`src/rtl/node_writeback.sv`:
```
// Node writeback engine: latches a burst of NUM_NODES 16-bit node values and
// streams them to consecutive data-memory addresses. Optional ReLU: NODE_WB_RELU_EN.
module node_writeback #(
    parameter int NUM_NODES = 16,
    parameter int ADDR_BITS = 11
) (
    input  logic                    iclk,
    input  logic                    irst,
    input  logic                    iStart,
    input  logic [15:0]             iNodeAddr,
    input  logic [NUM_NODES*16-1:0] iNodes,
    output logic                    oReady,
    output logic                    oDataWrite,
    output logic [15:0]             oDataAddr,
    output logic [15:0]             oData,
    output logic                    oBusy,
    output logic                    oDone
);

    localparam int               IDX_W     = (NUM_NODES > 1) ? $clog2(NUM_NODES) : 1;
    localparam logic [IDX_W-1:0] LAST_IDX  = IDX_W'(NUM_NODES - 1);
    localparam logic [15:0]      ADDR_MASK = 16'((32'd1 << ADDR_BITS) - 32'd1);

    typedef enum logic [1:0] {
        S_IDLE  = 2'd0,
        S_WRITE = 2'd1,
        S_DONE  = 2'd2
    } state_t;

    state_t            r_state;
    state_t            w_state_next;
    logic [IDX_W-1:0]  r_idx;
    logic [IDX_W-1:0]  w_idx_next;
    logic [15:0]       r_base;
    logic [15:0]       r_nodes    [NUM_NODES];
    logic [15:0]       w_nodes_in [NUM_NODES];

    logic              w_accept;
    logic              w_write;
    logic [15:0]       w_node_cur;
    logic [15:0]       w_addr;
    logic [15:0]       w_data;

    generate
        for (genvar gi = 0; gi < NUM_NODES; gi++) begin : g_unpack
            assign w_nodes_in[gi] = iNodes[gi*16 +: 16];
        end
    endgenerate

    assign w_accept = (r_state == S_IDLE) && iStart;

    always_comb begin
        w_state_next = r_state;
        w_idx_next   = r_idx;
        case (r_state)
            S_IDLE: begin
                if (iStart) begin
                    w_state_next = S_WRITE;
                    w_idx_next   = '0;
                end
            end
            S_WRITE: begin
                w_idx_next = r_idx + IDX_W'(1);
                if (r_idx == LAST_IDX) begin
                    w_state_next = S_DONE;
                    w_idx_next   = '0;
                end
            end
            S_DONE: begin
                w_state_next = S_IDLE;
            end
            default: begin
                w_state_next = S_IDLE;
                w_idx_next   = '0;
            end
        endcase
    end

    always_ff @(posedge iclk) begin
        if (irst) begin
            r_state <= S_IDLE;
            r_idx   <= '0;
            r_base  <= '0;
            for (int k = 0; k < NUM_NODES; k++) begin
                r_nodes[k] <= '0;
            end
        end else begin
            r_state <= w_state_next;
            r_idx   <= w_idx_next;
            if (w_accept) begin
                r_base <= iNodeAddr;
                for (int k = 0; k < NUM_NODES; k++) begin
                    r_nodes[k] <= w_nodes_in[k];
                end
            end
        end
    end

    // Masking the full sum equals adding in the low ADDR_BITS only, so the
    // address wraps naturally and the upper bits stay zero.
    assign w_node_cur = r_nodes[r_idx];
    assign w_addr     = (r_base + 16'(r_idx)) & ADDR_MASK;

`ifdef NODE_WB_RELU_EN
    assign w_data = w_node_cur[15] ? 16'h0000 : w_node_cur;
`else
    assign w_data = w_node_cur;
`endif

    // Reset gates the outputs combinationally so an aborted burst stops writing at once.
    assign w_write    = (r_state == S_WRITE) && !irst;
    assign oDataWrite = w_write;
    assign oDataAddr  = w_write ? w_addr : 16'h0000;
    assign oData      = w_write ? w_data : 16'h0000;
    assign oReady     = irst || (r_state == S_IDLE);
    assign oBusy      = !irst && ((r_state == S_WRITE) || (r_state == S_DONE));
    assign oDone      = !irst && (r_state == S_DONE);

endmodule

```
`config.mk`:
```
export PLATFORM = sky130hd
export DESIGN_NAME = node_writeback
export DESIGN_NICKNAME = d
export VERILOG_FILES = /design/src/rtl/node_writeback.sv
export SDC_FILE = /design/constraint.sdc
export NUM_CORES = 1
export LEC_CHECK = 0
export BUFFER_PORTS_ARGS = -buffer_cell sky130_fd_sc_hd__buf_4
export CAP_MARGIN = 20
export CORE_ASPECT_RATIO = 1.75
export CORE_MARGIN = 10
export CORE_UTILIZATION = 48
export DETAILED_ROUTE_END_ITERATION = 12
export PLACE_DENSITY = 0.73
export SYNTH_ARGS = -nofsm -noshare
export SYNTH_HDL_FRONTEND = slang
export SYNTH_SLANG_ARGS = --single-unit
```
`constraint.sdc`:
```
create_clock -name iclk -period 8.7 [get_ports iclk]
set_input_delay 1.305 -clock iclk [delete_from_list [all_inputs] [get_ports iclk]]
set_output_delay 1.305 -clock iclk [all_outputs]
set_load 0.01 [all_outputs]
```
==> qor.csv, run 1 <==
stage;metric;value;unit
timing;slew at the pin closest to its max-slew limit;1.04;ns
route;WL final;33900;um
min_path;hold path start;r_base[3];
route;Top Layer Used;met4;
placement;Post-DP Area;15100;um2
logic_synthesis;Synth top area share;0.608;
power_and_ir_drop;VDD IR max;176;uV
placement;GP Congestion;0.843;
logic_synthesis;main area contributors after synthesis;edfxtp_1 61%, mux4_2 8.9%, and2_1 8.2%;
placement;Buffers on Ports;300;
power_and_ir_drop;PwrDens;207;nW/um2
critical_path;FF-to-FF Start;r_state[0];
logic_synthesis;Post-synth ARST share;0;
logic_synthesis;Post-synth EDFFs;256;
cts;Worst-path clk slew;0.07;ns
route;WL met1;11500;um
cts;Clock Path Buffers;3;
floorplanning;die span in x;143;um
route;wire length per cell;22.9;um
route;antenna-violating nets left;0;
route;met2 wire len;19300;um
cells_and_area;P&R area growth vs syn;26.7;%
timing;Setup Skew;0.0107;ns
logic_synthesis;mux cell area share after synthesis;0.120;
timing;Final Critical Period;4.84;ns
floorplanning;DIE HEIGHT;235;um
logic_synthesis;Synth Area in Adders;0.00950;
logic_synthesis;largest family of logic cells by synthesized area;simple AND/OR/NAND/NOR gates;
timing;Hold Fails Final Rpt;0;
run;max-cap violations;0;
grt;antenna violations before repair;3;
logic_synthesis;Mapped Avg Cell Area;14.7;um2
cts;cts hold-fix bufs;0;
route;DRT Pass-1 Iters;4;
cts;CTS tree;built;
cts;post-cts sizing count;0;
cts;depth of the CTS H-tree;1;
timing;setup TNS;0;ns
cells_and_area;Final nets;1424;
logic_synthesis;most common cell in the netlist;edfxtp_1;
min_path;Hold WC Path Type;reg2reg;
timing;count of final setup violators;0;
cts;CTS Buf Count;26;
power_and_ir_drop;Lkg Pwr;6.40;nW
route;DR iter-0 viols;429;
route;Vias per Instance;5.33;
timing;Pins Over Slew Limit;0;
logic_synthesis;Synth cell types;45;
logic_synthesis;simple-gate share of the synthesized area;0.161;
critical_path;critical path class;reg2out;
floorplanning;DIE AREA;33500;um2
floorplanning;core area;26000;um2
logic_synthesis;Seq/Total Area, Yosys;0.641;
cells_and_area;layout cells sized above 1;0.349;
logic_synthesis;Synth Register Bits;277;
floorplanning;Starting Density;0.487;
critical_path;CP max FO;49;
logic_synthesis;Post-Syn Instances;861;
grt;global-route wire length before repair;50000;um
critical_path;Worst Setup Start Kind;flip-flop;
route;via count;7908;
timing;unrepaired setup endpoints after global routing;false;
cts;CTS Sinks;277;
cts;Root Driver;clkbuf_16;
route;metal3 WL;2060;um
timing;Slew HR;0.305;
grt;vias in the first global route;8492;
logic_synthesis;Mapped Area;12600;um2
logic_synthesis;Post-Synth XOR/XNOR Area;0.00277;
floorplanning;row count;78;
logic_synthesis;Top FF cell, synth;edfxtp_1;
route;DRC viols;0;
logic_synthesis;Post-synth top cells;256 x edfxtp_1, 165 x and2_1, 102 x nor2b_1;
logic_synthesis;Yosys top cell by area;edfxtp_1;
timing;period utilization;0.556;
critical_path;Crit. End Element;primary output;
run_status;status;finished clean;
grt;largest net degree at the start of global routing;87;
floorplanning;I/O Pins;311;
placement;dpl hpwl;24800;um
logic_synthesis;Synth Area in Compound Gates;0.0397;
grt;gr ovfl total;0;
timing;Max Clk Rate;207;MHz
critical_path;WP data arrival;3.54;ns
logic_synthesis;warnings from Yosys;0;
cells_and_area;Filler cells;1979;
cts;latest clock arrival within the worst-skew pair;0.54;ns
cts;Post-CTS Setup Inserts;0;
cells_and_area;Final Instance Area;16000;um2
critical_path;Worst EP required;7.39;ns
grt;GRT Util Overall;0.198;
flip-flops by register name (all words and copies together) (netlist names), named ones only:
register	cells
r_base	11
r_idx	4
r_nodes	256
r_state	2
cells by family after synthesis:
group	Yosys count
fa+ha+maj	9
buf+inv	68
mux	89
xor+xnor	4
flops	277
compound gates	70
other cells	1
simple gates	343
final timing paths:
| check | endpoint | slack [ns] | cells past startpoint |
|---|---|---|---|
| hold reg to reg | r_base[3] | 0.49 | 1 |
| hold / removal | r_base[3] | 0.49 | 1 |
| setup / recovery | oData[7] | 3.86 | 5 |
| setup reg to reg | r_nodes[10][3] | 5.97 | 6 |
power by group:
part | leakage (nW) | internal, mW | total, mW | switching (mW)
logic | 3.06 | 0.223 | 0.435 | 0.212
registers | 2.92 | 1.64 | 1.70 | 0.0580
clock network | 0.423 | 0.686 | 1.18 | 0.490
metrics by stage:
stage               power, mW  utilization  setup WS, ns  cells  hold slack (ns)
floorplan                1.99            -          1.60    865            0.454
global placement         2.15        0.582          4.03   1431            0.468
detailed placement       2.18        0.583          4.00   1432            0.472
CTS                      3.35        0.617          3.76   1479            0.493
global route             3.44        0.617          3.63   1482            0.498
finish                   3.31        0.617          3.86   1483            0.489
final cells by class:
type,instances,area (um2),share of cell area
flip-flops and latches,277,8120,0.507
multi-input cells,520,4250,0.265
repair buffers,309,2340,0.146
clock buffers,32,694,0.0434
well taps,320,400,0.0250
clock inverters,15,179,0.0112
inverters,6,30.0,0.00187
diodes,4,10.0,0.000625
worst max-delay path: stages (launching register included):
cell     delay (ns)
dfxtp_4        0.96
buf_4          0.67
mux4_2         0.63
a22o_1         0.21
a221o_1        0.29
buf_4          0.15
cells in the final DEF, fill, tap and decap left out, types with 18 or more instances in the layout:
cell,Yosys,routed
and2_1,165,165
nand2_1,26,26
clkbuf_16,0,27
dfxtp_1,21,19
edfxtp_1,256,256
nor2b_1,102,102
buf_4,10,308
a22oi_1,18,18
mux2i_1,39,39
mux4_2,50,50
routing by layer:
| metal | up-vias | global-route usage |
|---|---|---|
| met2 | 264 | 0.379 |
| li1 | 3725 | - |
| met1 | 3868 | 0.200 |
| met4 | 0 | 0.0729 |
| met5 | - | 0 |
| met3 | 51 | 0.0432 |
Note: power is estimated with default switching activity, not from simulation.
==> run 2: changes to the inputs <==
- ABC_AREA: default -> 1
- PLACE_DENSITY: 0.73 -> 0.75
- clock period: 8.7 -> 4.3 ns (I/O delays scaled with it)
==> qor.csv, run 2 <==
stage;metric;value;unit
logic_synthesis;main area contributors after synthesis;edfxtp_1 55%, nand2_1 11%, inv_1 11%;
cells_and_area;most frequent cells in the layout;418 x nand2_1, 409 x inv_1, 310 x buf_4;
cells_and_area;Final Instance Area;17300;um2
critical_path;CP max-delay cell;dfxtp_4;
power_and_ir_drop;Pwr Total;7.11;mW
route;wire length per cell;17.5;um
power_and_ir_drop;sw frac;0.271;
route;DR iter-0 viols;1096;
cells_and_area;most common cell after layout, fill and taps aside;nand2_1;
floorplanning;die span in x;149;um
cells_and_area;Non-Filler Instances;2362;
route;WL final;41300;um
logic_synthesis;Post-synth EDFFs;256;
critical_path;reg-to-reg slack, setup;1.55;ns
placement;Post-DP Area;16400;um2
cts;Root Driver;clkbuf_16;
floorplanning;DIE AREA;36700;um2
floorplanning;DIE HEIGHT;246;um
cts;CTS Buf Count;26;
logic_synthesis;Synth cell types;24;
grt;GRT Util Overall;0.218;
placement;dpl hpwl;29500;um
logic_synthesis;Synth top area share;0.549;
timing;Slew HR;0.262;
timing;count of final setup violators;0;
critical_path;most used cell, CP;nand2_1;
cells_and_area;top flop regs;r_nodes (256), r_base (11), r_idx (4);
cells_and_area;Final nets;2246;
timing;slew at the pin closest to its max-slew limit;1.11;ns
critical_path;Worst Setup Start Kind;flip-flop;
cts;CTS tree;built;
timing;setup TNS;0;ns
critical_path;critical path class;reg2out;
placement;GP Congestion;0.869;
cells_and_area;Top reg by flops;r_nodes;
route;Vias per Instance;4.88;
critical_path;max incr delay on CP;0.46;ns
cts;cts hold-fix bufs;0;
critical_path;Worst EP required;3.65;ns
cells_and_area;layout cells sized above 1;0.183;
run_status;status;finished clean;
critical_path;CP cell instances;inv_4 > buf_12 > nand2_1 > nand2_1 > nand2_1 > nand3_1 > nand3_1 > a21oi_1 > buf_4;
logic_synthesis;Top FF cell, synth;edfxtp_1;
cts;CTS Sinks;277;
logic_synthesis;Mapped Area;14000;um2
critical_path;reg-to-reg critical path endpoint;r_nodes[2][14];
timing;Pins Over Slew Limit;0;
grt;antenna violations before repair;2;
cts;latest clock arrival within the worst-skew pair;0.54;ns
cells_and_area;max reg flops;256;
min_path;Hold WC Path Type;in2reg;
grt;largest net degree at the start of global routing;115;
logic_synthesis;most common cell in the netlist;nand2_1;
power_and_ir_drop;clock network power share;0.334;
grt;gr ovfl total;0;
timing;period utilization;0.826;
cells_and_area;Filler cells;2525;
logic_synthesis;Synth Register Bits;277;
timing;Hold Fails Final Rpt;0;
power_and_ir_drop;Flop pwr share;0.486;
logic_synthesis;Mapped Avg Cell Area;8.20;um2
route;DRT Pass-1 Iters;5;
grt;vias in the first global route;11400;
placement;DP Worst Slack;1.27;ns
logic_synthesis;Yosys top cell by area;edfxtp_1;
floorplanning;Starting Density;0.487;
critical_path;WP data arrival;2.91;ns
timing;final worst slack;0.746;ns
route;via count;11500;
logic_synthesis;Post-synth top cells;419 x nand2_1, 409 x inv_1, 272 x nor2_1;
cts;Post-CTS Setup Inserts;0;
cells_and_area;post-layout util;0.603;
logic_synthesis;Seq/Total Area, Yosys;0.579;
critical_path;Worst Setup EP;oData[14];
cts;Worst-path clk slew;0.06;ns
route;antenna-violating nets left;0;
run;max-cap violations;0;
timing;Hold Slack;0.368;ns
floorplanning;I/O Pins;311;
logic_synthesis;warnings from Yosys;0;
power_and_ir_drop;VDD IR max;273;uV
cts;post-cts sizing count;0;
critical_path;Crit. End Element;primary output;
cts;Clock Path Buffers;3;
critical_path;CP max FO;65;
power_and_ir_drop;Internal Pwr Total;5.18;mW
floorplanning;core area;28700;um2
critical_path;Buf/Inv on CP;3;
critical_path;delay-heaviest family, CP;buffers and inverters;
timing;Max Clk Rate;281;MHz
critical_path;Critical Path Stages;9;
critical_path;worst reg2reg path depth;5;
cts;depth of the CTS H-tree;1;
placement;Buffers on Ports;300;
placement;# placed instances;2312;
power_and_ir_drop;PwrDens;410;nW/um2
route;DRC viols;0;
timing;Setup Skew;0.0164;ns
power_and_ir_drop;Lkg Pwr;8.89;nW
logic_synthesis;Post-synth ARST share;0;
timing;unrepaired setup endpoints after global routing;false;
power_and_ir_drop;switching power;1.93;mW
cells_and_area;P&R area growth vs syn;23.8;%
logic_synthesis;Post-Syn Instances;1707;
power_and_ir_drop;Comb pwr share;0.181;
timing;Final Critical Period;3.55;ns
floorplanning;row count;82;
grt;global-route wire length before repair;61900;um
critical_path;FF-to-FF Start;r_state[0];
## run 2: logic make-up (layout without fill, tap and decap cells)
group / after synthesis / after routing / synth area share
other: 1 / 7 / 0.000268
AO/OA/AOI/OAI: 48 / 48 / 0.0180
adder cells (fa/ha/maj): 9 / 9 / 0.00858
buffers and inverters: 502 / 773 / 0.144
flip-flops: 277 / 277 / 0.579
XOR/XNOR: 1 / 1 / 0.000626
AND/OR/NAND/NOR: 869 / 869 / 0.249
## run 2: power by group through the flow
stage / clock, mW / combinational (mW) / sequential [mW]
2_1_floorplan: 0 / 0.822 / 3.48
3_3_place_gp: 0 / 1.25 / 3.49
3_5_place_dp: 0 / 1.28 / 3.51
4_1_cts: 2.41 / 1.29 / 3.45
5_1_grt: 2.50 / 1.44 / 3.48
6_report: 2.37 / 1.28 / 3.45
## run 2: worst min-delay path, cell delays in order
cell	delay, ns
buf_4	0.08
inv_1	0.03
o22ai_1	0.10
## run 2: worst min-delay path by stage
stage,start,endpoint,cells past startpoint
after CTS,iNodeAddr[7],r_base[7],3
final,iNodeAddr[5],r_base[5],3
after global placement,r_base[3],r_base[3],2
after floorplan,r_base[0],r_base[0],2
after detailed placement,r_base[3],r_base[3],2
after global routing,iNodeAddr[5],r_base[5],3
## run 2: final cells by class
cell class | instances | area (um2) | area share
flip-flops and latches | 277 | 8110 | 0.468
inverters | 412 | 1550 | 0.0894
diodes | 2 | 5.00 | 0.000289
clock buffers | 34 | 733 | 0.0423
clock inverters | 14 | 148 | 0.00852
well taps | 378 | 473 | 0.0273
multi-input cells | 932 | 3920 | 0.226
repair buffers | 313 | 2390 | 0.138
## run 2: routing by layer
metal,part of all wire,vias up,track usage
li1,-,5657,-
met1,0.36,5239,0.248
met2,0.50,520,0.372
met3,0.082,105,0.0440
met4,0.054,0,0.120
met5,0,-,0
